File: config.mk
export PLATFORM = sky130hd
export DESIGN_NAME = elevator_call_scheduler_flat
export DESIGN_NICKNAME = d
export VERILOG_FILES = /design/src/rtl/elevator_pkg.sv /design/src/rtl/elevator_call_scheduler_if.sv /design/src/rtl/elevator_target_select.sv /design/src/rtl/elevator_call_scheduler.sv /design/src/flat_wrapper.sv
export SDC_FILE = /design/constraint.sdc
export NUM_CORES = 1
export LEC_CHECK = 0
export BUFFER_PORTS_ARGS = -buffer_cell sky130_fd_sc_hd__buf_2
export CAP_MARGIN = 20
export CORE_ASPECT_RATIO = 1.4
export CORE_MARGIN = 2
export CORE_UTILIZATION = 26
export CTS_CLUSTER_SIZE = 30
export DETAILED_ROUTE_END_ITERATION = 8
export SLEW_MARGIN = 20
export SYNTH_ARGS = -nofsm -noshare
export SYNTH_HDL_FRONTEND = slang
export SYNTH_SLANG_ARGS = --single-unit
File: constraint.sdc
create_clock -name clk -period 2.3 [get_ports clk]
set_clock_uncertainty 0.15 [all_clocks]
set_input_delay 0.46 -clock clk [delete_from_list [all_inputs] [get_ports clk]]
set_output_delay 0.46 -clock clk [all_outputs]
set_load 0.005 [all_outputs]
File: src/rtl/elevator_pkg.sv
// Shared elevator subsystem definitions: floor and status encodings, scheduler
// state enum and default parameter values.
package elevator_pkg;

  localparam int unsigned DEF_NUM_FLOORS     = 3;
  localparam int unsigned DEF_FLOOR_W        = 2;
  localparam int unsigned DEF_DOOR_CYCLES    = 4;
  localparam int unsigned DEF_TRAVEL_TIMEOUT = 64;

  typedef enum logic [1:0] {
    FLOOR_0 = 2'd0,
    FLOOR_1 = 2'd1,
    FLOOR_2 = 2'd2
  } floor_e;

  typedef enum logic [1:0] {
    EL_IDLE = 2'b00,
    EL_UP   = 2'b01,
    EL_DOWN = 2'b10
  } elev_status_e;

  typedef enum logic [1:0] {
    SCHED_IDLE   = 2'd0,
    SCHED_TRAVEL = 2'd1,
    SCHED_DOOR   = 2'd2
  } sched_state_e;

endpackage

File: src/rtl/elevator_call_scheduler_if.sv
// Call-scheduler bundle: button calls and FSM feedback in, floor request and
// scheduler status out.
interface elevator_call_scheduler_if
  import elevator_pkg::*;
#(
  parameter int unsigned NUM_FLOORS = DEF_NUM_FLOORS,
  parameter int unsigned FLOOR_W    = DEF_FLOOR_W
);

  logic [NUM_FLOORS-1:0] call_req;
  logic [FLOOR_W-1:0]    current_floor;
  logic [1:0]            elevator_status;
  logic [FLOOR_W-1:0]    request_floor;
  logic [NUM_FLOORS-1:0] pending;
  logic                  door_open;
  logic                  served;
  logic [FLOOR_W-1:0]    served_floor;
  logic                  dir_up;
  logic                  fault;

  modport master (
    output call_req, current_floor, elevator_status,
    input  request_floor, pending, door_open, served, served_floor, dir_up, fault
  );

  modport slave (
    input  call_req, current_floor, elevator_status,
    output request_floor, pending, door_open, served, served_floor, dir_up, fault
  );

endinterface

File: src/rtl/elevator_target_select.sv
// SCAN target picker: nearest pending floor strictly ahead in the current
// direction, otherwise the nearest one behind with the direction flipped.
module elevator_target_select
  import elevator_pkg::*;
#(
  parameter int unsigned NUM_FLOORS = DEF_NUM_FLOORS,
  parameter int unsigned FLOOR_W    = DEF_FLOOR_W
) (
  input  logic [NUM_FLOORS-1:0] pending,
  input  logic [FLOOR_W-1:0]    current_floor,
  input  logic                  dir_up,
  output logic [FLOOR_W-1:0]    target,
  output logic                  found,
  output logic                  new_dir_up
);

  logic [FLOOR_W-1:0] up_floor;
  logic [FLOOR_W-1:0] down_floor;
  logic               up_found;
  logic               down_found;
  logic               cur_valid;

  assign cur_valid = {1'b0, current_floor} < (FLOOR_W+1)'(NUM_FLOORS);

  // Scan orders make the last hit the nearest one on each side.
  always_comb begin
    up_floor   = '0;
    up_found   = 1'b0;
    down_floor = '0;
    down_found = 1'b0;
    for (int f = int'(NUM_FLOORS) - 1; f >= 0; f--) begin
      if (pending[f] && (FLOOR_W'(f) > current_floor)) begin
        up_floor = FLOOR_W'(f);
        up_found = 1'b1;
      end
    end
    for (int f = 0; f < int'(NUM_FLOORS); f++) begin
      if (pending[f] && (FLOOR_W'(f) < current_floor)) begin
        down_floor = FLOOR_W'(f);
        down_found = 1'b1;
      end
    end
  end

  always_comb begin
    target     = '0;
    found      = 1'b0;
    new_dir_up = dir_up;
    if (cur_valid) begin
      if (dir_up) begin
        if (up_found) begin
          target = up_floor;
          found  = 1'b1;
        end else if (down_found) begin
          target     = down_floor;
          found      = 1'b1;
          new_dir_up = 1'b0;
        end
      end else begin
        if (down_found) begin
          target = down_floor;
          found  = 1'b1;
        end else if (up_found) begin
          target     = up_floor;
          found      = 1'b1;
          new_dir_up = 1'b1;
        end
      end
    end
  end

endmodule

File: src/rtl/elevator_call_scheduler.sv
// Latches floor calls and feeds the elevator FSM one SCAN target at a time,
// with door dwell timing and a sticky travel-timeout fault.
module elevator_call_scheduler
  import elevator_pkg::*;
#(
  parameter int unsigned NUM_FLOORS     = DEF_NUM_FLOORS,
  parameter int unsigned FLOOR_W        = DEF_FLOOR_W,
  parameter int unsigned DOOR_CYCLES    = DEF_DOOR_CYCLES,
  parameter int unsigned TRAVEL_TIMEOUT = DEF_TRAVEL_TIMEOUT
) (
  input logic                      clk,
  input logic                      rst_n,
  elevator_call_scheduler_if.slave bus
);

  localparam int unsigned DOOR_W   = (DOOR_CYCLES > 1) ? $clog2(DOOR_CYCLES) : 1;
  localparam int unsigned TRAVEL_W = (TRAVEL_TIMEOUT > 1) ? $clog2(TRAVEL_TIMEOUT) : 1;

  sched_state_e          state, state_nxt;
  logic [NUM_FLOORS-1:0] pending, pending_nxt;
  logic                  door_open, door_open_nxt;
  logic                  served, served_nxt;
  logic [FLOOR_W-1:0]    served_floor, served_floor_nxt;
  logic                  dir_up, dir_up_nxt;
  logic                  fault, fault_nxt;
  logic [FLOOR_W-1:0]    target, target_nxt;
  logic [DOOR_W-1:0]     door_cnt, door_cnt_nxt;
  logic [TRAVEL_W-1:0]   travel_cnt, travel_cnt_nxt;

  logic [FLOOR_W-1:0]    sel_target;
  logic                  sel_found;
  logic                  sel_dir_up;
  logic [NUM_FLOORS-1:0] cur_mask;
  logic [NUM_FLOORS-1:0] clear_mask;
  logic [NUM_FLOORS-1:0] absorb_mask;
  logic                  here_pending;
  logic                  arrived;
  logic                  door_done;
  logic                  timed_out;
  logic [FLOOR_W-1:0]    request_floor_c;

  elevator_target_select #(
    .NUM_FLOORS (NUM_FLOORS),
    .FLOOR_W    (FLOOR_W)
  ) u_target_select (
    .pending       (pending),
    .current_floor (bus.current_floor),
    .dir_up        (dir_up),
    .target        (sel_target),
    .found         (sel_found),
    .new_dir_up    (sel_dir_up)
  );

  // One-hot of the current floor; out-of-range encodings give all zeros.
  always_comb begin
    cur_mask = '0;
    for (int f = 0; f < int'(NUM_FLOORS); f++) begin
      if (bus.current_floor == FLOOR_W'(f)) cur_mask[f] = 1'b1;
    end
  end

  assign here_pending = |(pending & cur_mask);
  assign arrived      = (bus.current_floor == target) && (bus.elevator_status == EL_IDLE);
  assign door_done    = door_cnt == DOOR_W'(DOOR_CYCLES - 1);
  assign timed_out    = travel_cnt == TRAVEL_W'(TRAVEL_TIMEOUT - 1);

  always_ff @(posedge clk) begin
    if (!rst_n) state <= SCHED_IDLE;
    else        state <= state_nxt;
  end

  always_comb begin
    state_nxt = state;
    case (state)
      SCHED_IDLE: begin
        if (!fault) begin
          if (here_pending)   state_nxt = SCHED_DOOR;
          else if (sel_found) state_nxt = SCHED_TRAVEL;
        end
      end
      SCHED_TRAVEL: begin
        if (arrived)        state_nxt = SCHED_DOOR;
        else if (timed_out) state_nxt = SCHED_IDLE;
      end
      SCHED_DOOR: begin
        if (door_done) state_nxt = SCHED_IDLE;
      end
      default: state_nxt = SCHED_IDLE;
    endcase
  end

  // Next values of the registered outputs and counters, plus the floor request mux.
  always_comb begin
    door_open_nxt    = door_open;
    served_nxt       = 1'b0;
    served_floor_nxt = served_floor;
    dir_up_nxt       = dir_up;
    fault_nxt        = fault;
    target_nxt       = target;
    door_cnt_nxt     = door_cnt;
    travel_cnt_nxt   = travel_cnt;
    clear_mask       = '0;
    absorb_mask      = '0;
    case (state)
      SCHED_IDLE: begin
        if (!fault) begin
          if (here_pending) begin
            door_open_nxt    = 1'b1;
            served_nxt       = 1'b1;
            served_floor_nxt = bus.current_floor;
            clear_mask       = cur_mask;
            door_cnt_nxt     = '0;
          end else if (sel_found) begin
            target_nxt     = sel_target;
            dir_up_nxt     = sel_dir_up;
            travel_cnt_nxt = '0;
          end
        end
      end
      SCHED_TRAVEL: begin
        if (arrived) begin
          door_open_nxt    = 1'b1;
          served_nxt       = 1'b1;
          served_floor_nxt = target;
          clear_mask       = cur_mask;
          door_cnt_nxt     = '0;
        end else if (timed_out) begin
          fault_nxt = 1'b1;
        end else begin
          travel_cnt_nxt = travel_cnt + TRAVEL_W'(1);
        end
      end
      SCHED_DOOR: begin
        absorb_mask = cur_mask;
        if (door_done) door_open_nxt = 1'b0;
        else           door_cnt_nxt  = door_cnt + DOOR_W'(1);
      end
      default: ;
    endcase
    pending_nxt     = (pending | (bus.call_req & ~absorb_mask)) & ~clear_mask;
    request_floor_c = (state == SCHED_TRAVEL) ? target : bus.current_floor;
  end

  always_ff @(posedge clk) begin
    if (!rst_n) begin
      pending      <= '0;
      door_open    <= 1'b0;
      served       <= 1'b0;
      served_floor <= '0;
      dir_up       <= 1'b1;
      fault        <= 1'b0;
      target       <= '0;
      door_cnt     <= '0;
      travel_cnt   <= '0;
    end else begin
      pending      <= pending_nxt;
      door_open    <= door_open_nxt;
      served       <= served_nxt;
      served_floor <= served_floor_nxt;
      dir_up       <= dir_up_nxt;
      fault        <= fault_nxt;
      target       <= target_nxt;
      door_cnt     <= door_cnt_nxt;
      travel_cnt   <= travel_cnt_nxt;
    end
  end

  assign bus.request_floor = request_floor_c;
  assign bus.pending       = pending;
  assign bus.door_open     = door_open;
  assign bus.served        = served;
  assign bus.served_floor  = served_floor;
  assign bus.dir_up        = dir_up;
  assign bus.fault         = fault;

endmodule

File: src/flat_wrapper.sv
// flat-port wrapper written by rule: the top's interface ports become plain ports
module elevator_call_scheduler_flat import elevator_pkg::*;
#(
  parameter int unsigned NUM_FLOORS     = DEF_NUM_FLOORS,
  parameter int unsigned FLOOR_W        = DEF_FLOOR_W,
  parameter int unsigned DOOR_CYCLES    = DEF_DOOR_CYCLES,
  parameter int unsigned TRAVEL_TIMEOUT = DEF_TRAVEL_TIMEOUT
)
  (clk, rst_n, bus_call_req, bus_current_floor, bus_elevator_status, bus_request_floor, bus_pending, bus_door_open, bus_served, bus_served_floor, bus_dir_up, bus_fault);
  elevator_call_scheduler_if #(.NUM_FLOORS(NUM_FLOORS), .FLOOR_W(FLOOR_W)) bus_i ();
  input logic clk;
  input logic rst_n;
  input wire logic [$bits(bus_i.call_req)-1:0] bus_call_req;
  input wire logic [$bits(bus_i.current_floor)-1:0] bus_current_floor;
  input wire logic [$bits(bus_i.elevator_status)-1:0] bus_elevator_status;
  output wire logic [$bits(bus_i.request_floor)-1:0] bus_request_floor;
  output wire logic [$bits(bus_i.pending)-1:0] bus_pending;
  output wire logic [$bits(bus_i.door_open)-1:0] bus_door_open;
  output wire logic [$bits(bus_i.served)-1:0] bus_served;
  output wire logic [$bits(bus_i.served_floor)-1:0] bus_served_floor;
  output wire logic [$bits(bus_i.dir_up)-1:0] bus_dir_up;
  output wire logic [$bits(bus_i.fault)-1:0] bus_fault;
  assign bus_i.call_req = bus_call_req;
  assign bus_i.current_floor = bus_current_floor;
  assign bus_i.elevator_status = bus_elevator_status;
  assign bus_request_floor = bus_i.request_floor;
  assign bus_pending = bus_i.pending;
  assign bus_door_open = bus_i.door_open;
  assign bus_served = bus_i.served;
  assign bus_served_floor = bus_i.served_floor;
  assign bus_dir_up = bus_i.dir_up;
  assign bus_fault = bus_i.fault;
  elevator_call_scheduler #(.NUM_FLOORS(NUM_FLOORS), .FLOOR_W(FLOOR_W), .DOOR_CYCLES(DOOR_CYCLES), .TRAVEL_TIMEOUT(TRAVEL_TIMEOUT)) u_core (.clk(clk), .rst_n(rst_n), .bus(bus_i));
endmodule
== Word level (Yosys, flattened, before mapping) ==
Index checks and enable logic that the tools add are counted.

* Bits in registers: 21
* Bits of input ports: 9
* Logic and storage cells: 134

* Add/subtract/negate cells: 2
* $lt $le $gt $ge: 7
* Eq/ne operators: 18
* Multiplexer cells: 67
* Bitwise gates (word level): 9
* Reduce and logical (&&, ||, !) cells: 21

{| class="wikitable"
|+ Operators by type and width
! operator !! number
|-
| 2-bit two-way mux || 24
|-
| 6-bit two-way mux || 5
|-
| 1-bit two-way mux || 27
|-
| 5-bit AND reduction || 3
|-
| 3-bit two-way mux || 4
|-
| 2-bit case mux with 3 select lines || 2
|-
| 6-bit case mux with 2 select lines || 1
|-
| 4-bit AND reduction || 3
|-
| 2-bit != test (second input constant) || 5
|-
| 3-bit bitwise AND || 3
|-
| 2-bit by 1-bit != test with 1-bit output (second input constant) || 4
|-
| 1-bit logical AND || 7
|-
| 6-bit by 1-bit adder with 6-bit output (second input constant) || 1
|-
| 2-bit equality test (second input constant) || 3
|-
| 6-bit equality test (second input constant) || 1
|-
| 2-bit zero test || 3
|-
| 3-bit by 1-bit != test with 1-bit output (second input constant) || 2
|-
| 3-bit NOT || 2
|-
| 3-bit case mux with 2 select lines || 1
|-
| 6-bit AND reduction || 1
|-
| 2-bit by 1-bit equality test with 1-bit output (second input constant) || 2
|-
| 1-bit by 2-bit greater-than comparator with 1-bit output (first input constant) || 2
|-
| 1-bit by 2-bit < comparator with 1-bit output (first input constant) || 2
|-
| 2-bit case mux with 2 select lines || 1
|-
| other kinds (13) || 15
|}

== Longest topological paths before layout ==
Gate-level depths: netlist (run 1).

* Word-level depth: 13
* Mapped depth: 6
* Gate-level depth less buffers: 5

== Hierarchy ==
From an unflattened synthesis (run 1), not the netlist that was laid out.

* Cell total of the unflattened synthesis: 136
* Area total of the unflattened synthesis: 1213.7 um2

{| class="wikitable"
|+ By module, submodules not included
! module !! times used !! cells each !! area each (um2) !! seq. area each (um2)
|-
| elevator_call_scheduler || 1 || 122 || 1133.6 || 420.4
|-
| elevator_target_select || 1 || 14 || 80.1 || 0.0
|}

== Worst setup path after synthesis (run 1) ==
No wires, ideal clock.

* Kind: input -> register
* Start point: in bus_current_floor[0]
* End point: reg u_core.dir_up (netlist: u_core.bus.dir_up)
* Data arrival time: 1.483 ns
* Path slack: 0.582 ns
* Stages: 5
* Path buffers: 1
* Path through: buf_6 -> mux2_4 -> a221oi_4 -> a21oi_1 -> o31ai_2

* Word-level cells in the longest chain between the ends: 10
* Elaborated cells on any way between the ends: 39
* Classes of those cells: order compare: 7; eq/ne: 2; mux: 19; bitwise: 2; reduce/logical: 9

{| class="wikitable"
|+ RTL lines
! what !! line !! source
|-
| start: declaration || flat_wrapper.sv:14 || <nowiki>input wire logic [$bits(bus_i.current_floor)-1:0] bus_current_floor;</nowiki>
|-
| 2-bit greater-than comparator or 1-bit by 2-bit < comparator with 1-bit output (tied branches) || elevator_target_select.sv:32, elevator_target_select.sv:38 ||
|-
| 1-bit logical AND (on tied branches) || elevator_target_select.sv:32, elevator_target_select.sv:38 ||
|-
| 1-bit two-way mux (on tied branches) (3 in series) || elevator_target_select.sv:32, elevator_target_select.sv:38 ||
|-
| 1-bit two-way mux (on tied branches) || elevator_target_select.sv:63, elevator_target_select.sv:54 ||
|-
| 1-bit two-way mux (on tied branches) || elevator_target_select.sv:60, elevator_target_select.sv:51 ||
|-
| 1-bit two-way mux || elevator_target_select.sv:50 || <nowiki>if (dir_up) begin</nowiki>
|-
| 1-bit two-way mux || elevator_target_select.sv:49 || <nowiki>if (cur_valid) begin</nowiki>
|-
| 5-bit AND reduction (no line) || - ||
|-
| end signal: assignment || elevator_call_scheduler.sv:160 || <nowiki>dir_up <= dir_up_nxt;</nowiki>
|-
| end: declaration || elevator_call_scheduler.sv:24 || <nowiki>logic dir_up, dir_up_nxt;</nowiki>
|}

Parallel ways exist; a longest one is shown, timed or not.
A chain may end at the register's enable or synchronous reset.

== Worst setup path in the final report (run 1) ==
* Start point: reg u_core.state[0]
* End point: out bus_request_floor[1]

* Word-level cells in the longest chain between the ends: 2

{| class="wikitable"
|+ RTL lines
! what !! line !! source
|-
| start: declaration || elevator_call_scheduler.sv:19 || <nowiki>sched_state_e state, state_nxt;</nowiki>
|-
| start signal: assignment || elevator_call_scheduler.sv:69 || <nowiki>else state <= state_nxt;</nowiki>
|-
| 2-bit by 1-bit equality test with 1-bit output || elevator_call_scheduler.sv:141 || <nowiki>request_floor_c = (state == SCHED_TRAVEL) ? target : bus.current_floor;</nowiki>
|-
| 2-bit two-way mux || elevator_call_scheduler.sv:141 ||
|-
| end: declaration || flat_wrapper.sv:16 || <nowiki>output wire logic [$bits(bus_i.request_floor)-1:0] bus_request_floor;</nowiki>
|}

Every way passes these cells.

==> summary.md, run 1 <==
| Metric | Value |
|---|---|
| CTS tree | `built` |
| Unique cell type count in the Yosys netlist | `50` |
| Unrepaired setup endpoints after global routing | `false` |
| Final layout net count | `182` |
| Hold depth | `2` |
| Clk buf depth | `2` |
| Sw power | `304 µW` |
| Clock Root Buffer | `clkbuf_8` |
| Buffers & Inverters on Critical Path | `1` |
| DIE AREA | `5690 µm²` |
| Via density | `5.10` |
| Post-Syn Nets | `162` |
| Final hold viol count | `0` |
| Predominant post-synthesis flop cell | `dfxtp_1` |
| Core box area | `4880 µm²` |
| Worst Setup EP | `bus_request_floor[1]` |
| Synthesized area per cell | `8.77 µm²` |
| Setup bufs post-CTS | `0` |
| Pins over their slew limit | `0` |
| Crit start category | `register` |
| R2r endpoint | `u_core.travel_cnt[0]` |
| Final setup vio count | `0` |
| PortBufs | `19` |
| Largest net degree at the start of global routing | `16` |
| Worst path cell trace | `nand2b_1 > mux2_2 > buf_2` |
| Seq cells post-synth | `21` |
| Pwr dens | `603 nW/µm²` |
| Relative slew slack | `0.723` |
| WL final | `3180 µm` |
| Tightest Hold Check Type | `register to register` |
| Reg power frac | `0.459` |
| Power Total | `926 µW` |
| Critical path type | `register to output pin` |
| Routed wire per std cell | `13.6 µm` |
| Die width | `64.3 µm` |
| Mapped Cells | `151` |
| Most frequent cell after synthesis | `dfxtp_1` |
| Clock latency on the worst-skew pair | `0.26 ns` |
| CP max stage cell | `dfxtp_1` |
| Vias in the first global route | `1,213` |
| Share of cells above drive strength 1 | `0.276` |
| EDFF count, synth | `0` |
| Top Family by Delay on Critical Path | `flip-flops` |
| CTS Buf Count | `3` |
| Num ports | `20` |
| Synth top area cells | `dfxtp_1 32%, nand2_1 4.3%, a21oi_1 4.2%` |
| Post-route ant nets | `0` |
| Initial antenna violation count | `0` |
| Post_cts resized | `0` |
| Clock transition at path regs | `0.08 ns` |
| Initial Util | `0.271` |
| Initial DRT Pass Iterations | `4` |
| Asr flop ratio synth | `0` |
| Worst-Margin Slew | `0.415 ns` |
| Worst EP arrival | `1.44 ns` |
| Status | `complete, no violations` |
| DRT iter0 DRCs | `56` |
| Area share of the largest cell type after synthesis | `0.318` |
| Critical path origin | `u_core.state[0]` |
| Cts hold-fix bufs | `0` |
| Leak | `0.000580 µW` |
| Worst EP required | `1.69 ns` |
| Worst Path Max Fanout | `10` |
| Max cap viols | `0` |
| Area grow syn2layout | `15.9%` |
| CP peak stage delay | `0.55 ns` |
| Sw Ratio | `0.328` |
| ANT cells | `0` |
| Post-Route Setup TNS | `0 ns` |
| Clock sink count | `21` |
| Synth Warn # | `0` |
| Total GRT Usage | `0.122` |
| Crit end category | `output pin` |
| Tmin final | `2.05 ns` |
| Via count | `1,194` |
| Combinational share of power | `0.271` |
| Die Y | `88.4 µm` |
| Drt drc | `0` |
| Period utilization | `0.891` |
| FF-to-FF Start | `u_core.state[0]` |
| Post-synthesis sequential area ratio | `0.318` |
| Post-synth top area cell | `dfxtp_1` |
| Achievable clock frequency | `488 MHz` |
| GR Overflow Total | `0` |
| Clock Power Share | `0.269` |
| Worst Reg-to-Reg Cells | `5` |
| Hpwl dp | `2290 µm` |
| Int Pwr | `622 µW` |
| Commonest cells post-synth | `21 x dfxtp_1, 15 x nand2_1, 11 x a21oi_1` |
| WP depth | `3` |
| Row count | `30` |
| Reg2Reg Setup Slack | `0.50 ns` |
| Gpl congestion | `0.781` |
| Synthesized area | `1320 µm²` |
| Max VDD drop | `184 µV` |
| H-tree depth | `1` |
| First-pass GRT wire length | `5460 µm` |
-- how the worst min path moves through the flow --
stage,endpoint,start
6_report,u_core.bus.served_floor[1],u_core.bus.served_floor[1]
5_1_grt,u_core.bus.dir_up,rst_n
4_1_cts,u_core.bus.dir_up,rst_n
3_5_place_dp,u_core.door_cnt[1],u_core.door_cnt[1]
3_3_place_gp,u_core.bus.served_floor[0],u_core.bus.served_floor[0]
2_1_floorplan,u_core.door_cnt[1],u_core.door_cnt[1]
-- cell families (layout without fill, tap and decap cells) --
kind of cell / Yosys count / in the layout / synth area share
xor gates and xnor gates: 2 / 2 / 0.0246
adders and majority gates: 2 / 2 / 0.0189
muxes: 7 / 7 / 0.0586
AOI/OAI and AO/OA: 56 / 56 / 0.336
and+or+nand+nor: 50 / 50 / 0.197
buffers and inverters: 13 / 32 / 0.0482
DFF: 21 / 21 / 0.318
-- layout make-up --
class	count	area, µm²
Timing Repair Buffer	24	133
Multi-Input combinational cell	117	840
Clock buffer	3	41.3
Tap cell	64	80.1
Clock inverter	1	5.00
Sequential cell	21	420
Fill cell	528	3350
Inverter	4	15.0
-- flip-flops by register name, summed over array words and instances (netlist names) --
register / count
u_core.travel_cnt: 6
u_core.bus.pending: 3
u_core.bus.served_floor: 2
u_core.door_cnt: 2
u_core.state: 2
u_core.target: 2
u_core.bus.dir_up: 1
u_core.bus.door_open: 1
u_core.bus.fault: 1
u_core.bus.served: 1
-- layout by cell type (no fill, tap or decap), types with 3 or more instances in the layout --
cell and instances:
nor2_1 6, buf_2 19, a21oi_1 11, a311oi_1 3
dfxtp_1 21, o2111ai_1 3, o21a_1 5, nor2b_1 3
o21ai_0 4, nor3_1 4, nand2b_1 3, mux2i_1 4
a21o_1 3, a31oi_1 4, o21ai_1 4, nand3_1 6
clkbuf_8 3, a21boi_0 3, a211oi_2 3, nand2_1 15
buf_4 5
-- tightest hold or removal path: stages (launching register included) --
cell     delay [ns]
dfxtp_1        0.32
nand2_1        0.05
mux2i_1        0.05
-- metrics by stage --
step                      cells  setup WS, ns   util  hold WS [ns]  cell area (µm²)
after floorplan             151         0.582      -         0.294             1320
after global placement      230         0.325  0.305         0.294             1490
after detailed placement    230         0.312  0.305         0.316             1490
after CTS                   234         0.236  0.314         0.313             1530
after global routing        234         0.146  0.314         0.318             1530
final                       234         0.251  0.314         0.321             1530
-- per-layer routing --
metal | track usage | share of wire | vias up
met3 | 0.0204 | 0.048 | 4
met2 | 0.204 | 0.49 | 25
met5 | 0 | 0 | -
met4 | 0.0658 | 0.016 | 0
met1 | 0.149 | 0.45 | 559
li1 | - | - | 606
-- power groups by stage --
stage / Clock, µW / Combinational, µW / Sequential [µW]
3_3_place_gp: 0 / 252 / 434
3_5_place_dp: 0 / 251 / 434
2_1_floorplan: 0 / 192 / 418
6_report: 249 / 251 / 425
4_1_cts: 258 / 253 / 426
5_1_grt: 273 / 283 / 431
No activity file was read; power rests on OpenSTA's default activity.
==> inputs of run 2 (changes only) <==
==> constraint.sdc (replaced) <==
create_clock -name clk -period 2.1 [get_ports clk]
set_clock_uncertainty 0.15 [all_clocks]
set_input_delay 0.42 -clock clk [delete_from_list [all_inputs] [get_ports clk]]
set_output_delay 0.42 -clock clk [all_outputs]
set_load 0.005 [all_outputs]
==> summary.md, run 2 (synthesized netlist as in run 1, its figures left out) <==
| Metric | Value |
|---|---|
| Status | `complete, no violations` |
| Total GRT Usage | `0.115 (-0.00636)` |
| Worst Reg-to-Reg Cells | `4 (-1)` |
| Leak | `0.000595 µW (+2.7%)` |
| Critical path type | `register to output pin` |
| Clock sink count | `21 (unchanged)` |
| Clock transition at path regs | `0.08 ns (about the same)` |
| Via density | `5.15 (+0.88%)` |
| PortBufs | `19 (unchanged)` |
| Core box area | `4880 µm² (unchanged)` |
| Initial Util | `0.271 (unchanged)` |
| First-pass GRT wire length | `5210 µm (-4.7%)` |
| Most common cell after layout, fill and taps aside | `dfxtp_1` |
| Worst Path Max Fanout | `10 (unchanged)` |
| Die width | `64.3 µm (unchanged)` |
| WL final | `3120 µm (-2.1%)` |
| Placed instance area | `1510 µm² (+1.5%)` |
| Buffers & Inverters on Critical Path | `1 (unchanged)` |
| Pins over their slew limit | `0 (unchanged)` |
| Period utilization | `0.894` |
| Hpwl dp | `2260 µm (-1.4%)` |
| Share of cells above drive strength 1 | `0.295 (+0.0183)` |
| H-tree depth | `1 (unchanged)` |
| Post-Route Setup TNS | `0 ns (unchanged)` |
| Worst EP required | `1.53 ns (-0.16 ns)` |
| Unrepaired setup endpoints after global routing | `false` |
| Post-route ant nets | `0 (unchanged)` |
| Worst-Margin Slew | `0.404 ns (-0.0112 ns)` |
| R2r endpoint | `u_core.travel_cnt[0]` |
| GR Overflow Total | `0 (unchanged)` |
| Reg2Reg Setup Slack | `0.38 ns (-0.12 ns)` |
| Crit start category | `register` |
| DRT iter0 DRCs | `73 (+30%)` |
| Relative slew slack | `0.731 (+0.00785)` |
| Die Y | `88.4 µm (unchanged)` |
| CP peak stage delay | `0.39 ns (-0.16 ns)` |
| Tmin final | `1.88 ns` |
| Max reg flops | `6 (unchanged)` |
| Commonest non-fill, non-tap cells in the layout | `20 x dfxtp_1, 19 x buf_2, 15 x nand2_1` |
| Drt drc | `0 (unchanged)` |
| Routed wire per std cell | `13.1 µm (-3.3%)` |
| Gpl congestion | `0.861 (+10%)` |
| Worst EP arrival | `1.31 ns (-0.13 ns)` |
| Clock latency on the worst-skew pair | `0.27 ns (about the same)` |
| WP depth | `3 (unchanged)` |
| ANT cells | `0 (unchanged)` |
| Clk buf depth | `2 (unchanged)` |
| Tightest Hold Check Type | `primary input to register` |
| CP max stage cell | `dfxtp_2` |
| FF-to-FF Start | `u_core.bus.pending[0]` |
| Achievable clock frequency | `533 MHz` |
| Row count | `30 (unchanged)` |
| Power Total | `1030 µW (+11%)` |
| Top Family by Delay on Critical Path | `flip-flops` |
| Pwr dens | `659 nW/µm² (+9.2%)` |
| DIE AREA | `5690 µm² (unchanged)` |
| Max VDD drop | `186 µV (+1.1%)` |
| Biggest register | `u_core.travel_cnt` |
| Max cap viols | `0 (unchanged)` |
| Critical path origin | `u_core.state[0]` |
| Area grow syn2layout | `17.7%` |
| Final setup vio count | `0 (unchanged)` |
| Worst Setup EP | `bus_request_floor[0]` |
| Vias in the first global route | `1,126 (-7.2%)` |
| Num ports | `20 (unchanged)` |
| Dpl ws | `0.149 ns (-0.163 ns)` |
| Final layout net count | `185 (+1.6%)` |
| Final hold viol count | `0 (unchanged)` |
| Crit end category | `output pin` |
| Initial antenna violation count | `0 (unchanged)` |
| Largest net degree at the start of global routing | `16 (unchanged)` |
| Largest registers | `u_core.travel_cnt: 6 flops, u_core.bus.pending: 3 flops` |
| Setup bufs post-CTS | `0 (unchanged)` |
| PnR worst setup slack | `0.223 ns (-0.0284 ns)` |
| Clock Root Buffer | `clkbuf_8` |
| Fill cell count | `535 (+1.3%)` |
| Design area | `1560 µm² (+1.5%)` |
| Initial DRT Pass Iterations | `4 (unchanged)` |
| CTS tree | `built` |
| CTS Buf Count | `3 (unchanged)` |
| Via count | `1,220 (+2.2%)` |
| Worst path cell trace | `nand2b_1 > mux2_2 > buf_2` |
==> run 2: changes by cell type in the layout (fill, tap and decap cells not counted), sizes merged <==
cell | before | now
buf | 24 | 27
==> run 2: per-stage QoR <==
stage	hold slack [ns]	utilization	std cells
finish	0.283	0.319	237
floorplan	0.294	-	151
CTS	0.284	0.319	237
detailed placement	0.297	0.309	233
global route	0.289	0.319	237
global placement	0.294	0.309	233
==> run 2: layout make-up <==
cell class / count / area [µm²] / area share
Clock buffer: 3 / 41.3 / 0.0265
Clock inverter: 1 / 5.00 / 0.00321
Inverter: 4 / 15.0 / 0.00964
Multi-Input combinational cell: 117 / 840 / 0.539
Sequential cell: 21 / 422 / 0.271
Tap cell: 64 / 80.1 / 0.0514
Timing Repair Buffer: 27 / 155 / 0.0996
==> run 2: metal layers <==
| metal | GRT usage | part of all wire | up-vias |
|---|---|---|---|
| li1 | - | - | 623 |
| met1 | 0.142 | 0.46 | 563 |
| met2 | 0.195 | 0.48 | 30 |
| met3 | 0.0178 | 0.039 | 4 |
| met4 | 0.0600 | 0.018 | 0 |
| met5 | 0 | 0 | - |
==> run 2: how the worst min path moves through the flow <==
stage / from / to / slack [ns] / depth (start not counted)
floorplan: u_core.door_cnt[1] / u_core.door_cnt[1] / 0.29 / 2
global placement: u_core.bus.served_floor[1] / u_core.bus.served_floor[1] / 0.29 / 2
detailed placement: u_core.bus.served_floor[1] / u_core.bus.served_floor[1] / 0.30 / 2
CTS: rst_n / u_core.bus.dir_up / 0.28 / 2
global route: rst_n / u_core.bus.dir_up / 0.29 / 2
finish: rst_n / u_core.bus.dir_up / 0.28 / 2
==> run 2: what timing repair did <==
action                                  in CTS  in global routing
gates resized for setup                      0                  1
hold buffers                                 0                  0
endpoints found under the setup margin       0                  1
==> run 2: worst register-to-register path: cells and delay by family (launching register included) <==
family,cells,cell delay (ns)
AO/OA/AOI/OAI,4,1.07
flip-flops,1,0.40
==> run 2: power breakdown <==
group,total (µW),switching (µW),internal (µW)
sequential,465,37.0,428
clock,280,148,133
combinational,281,155,126
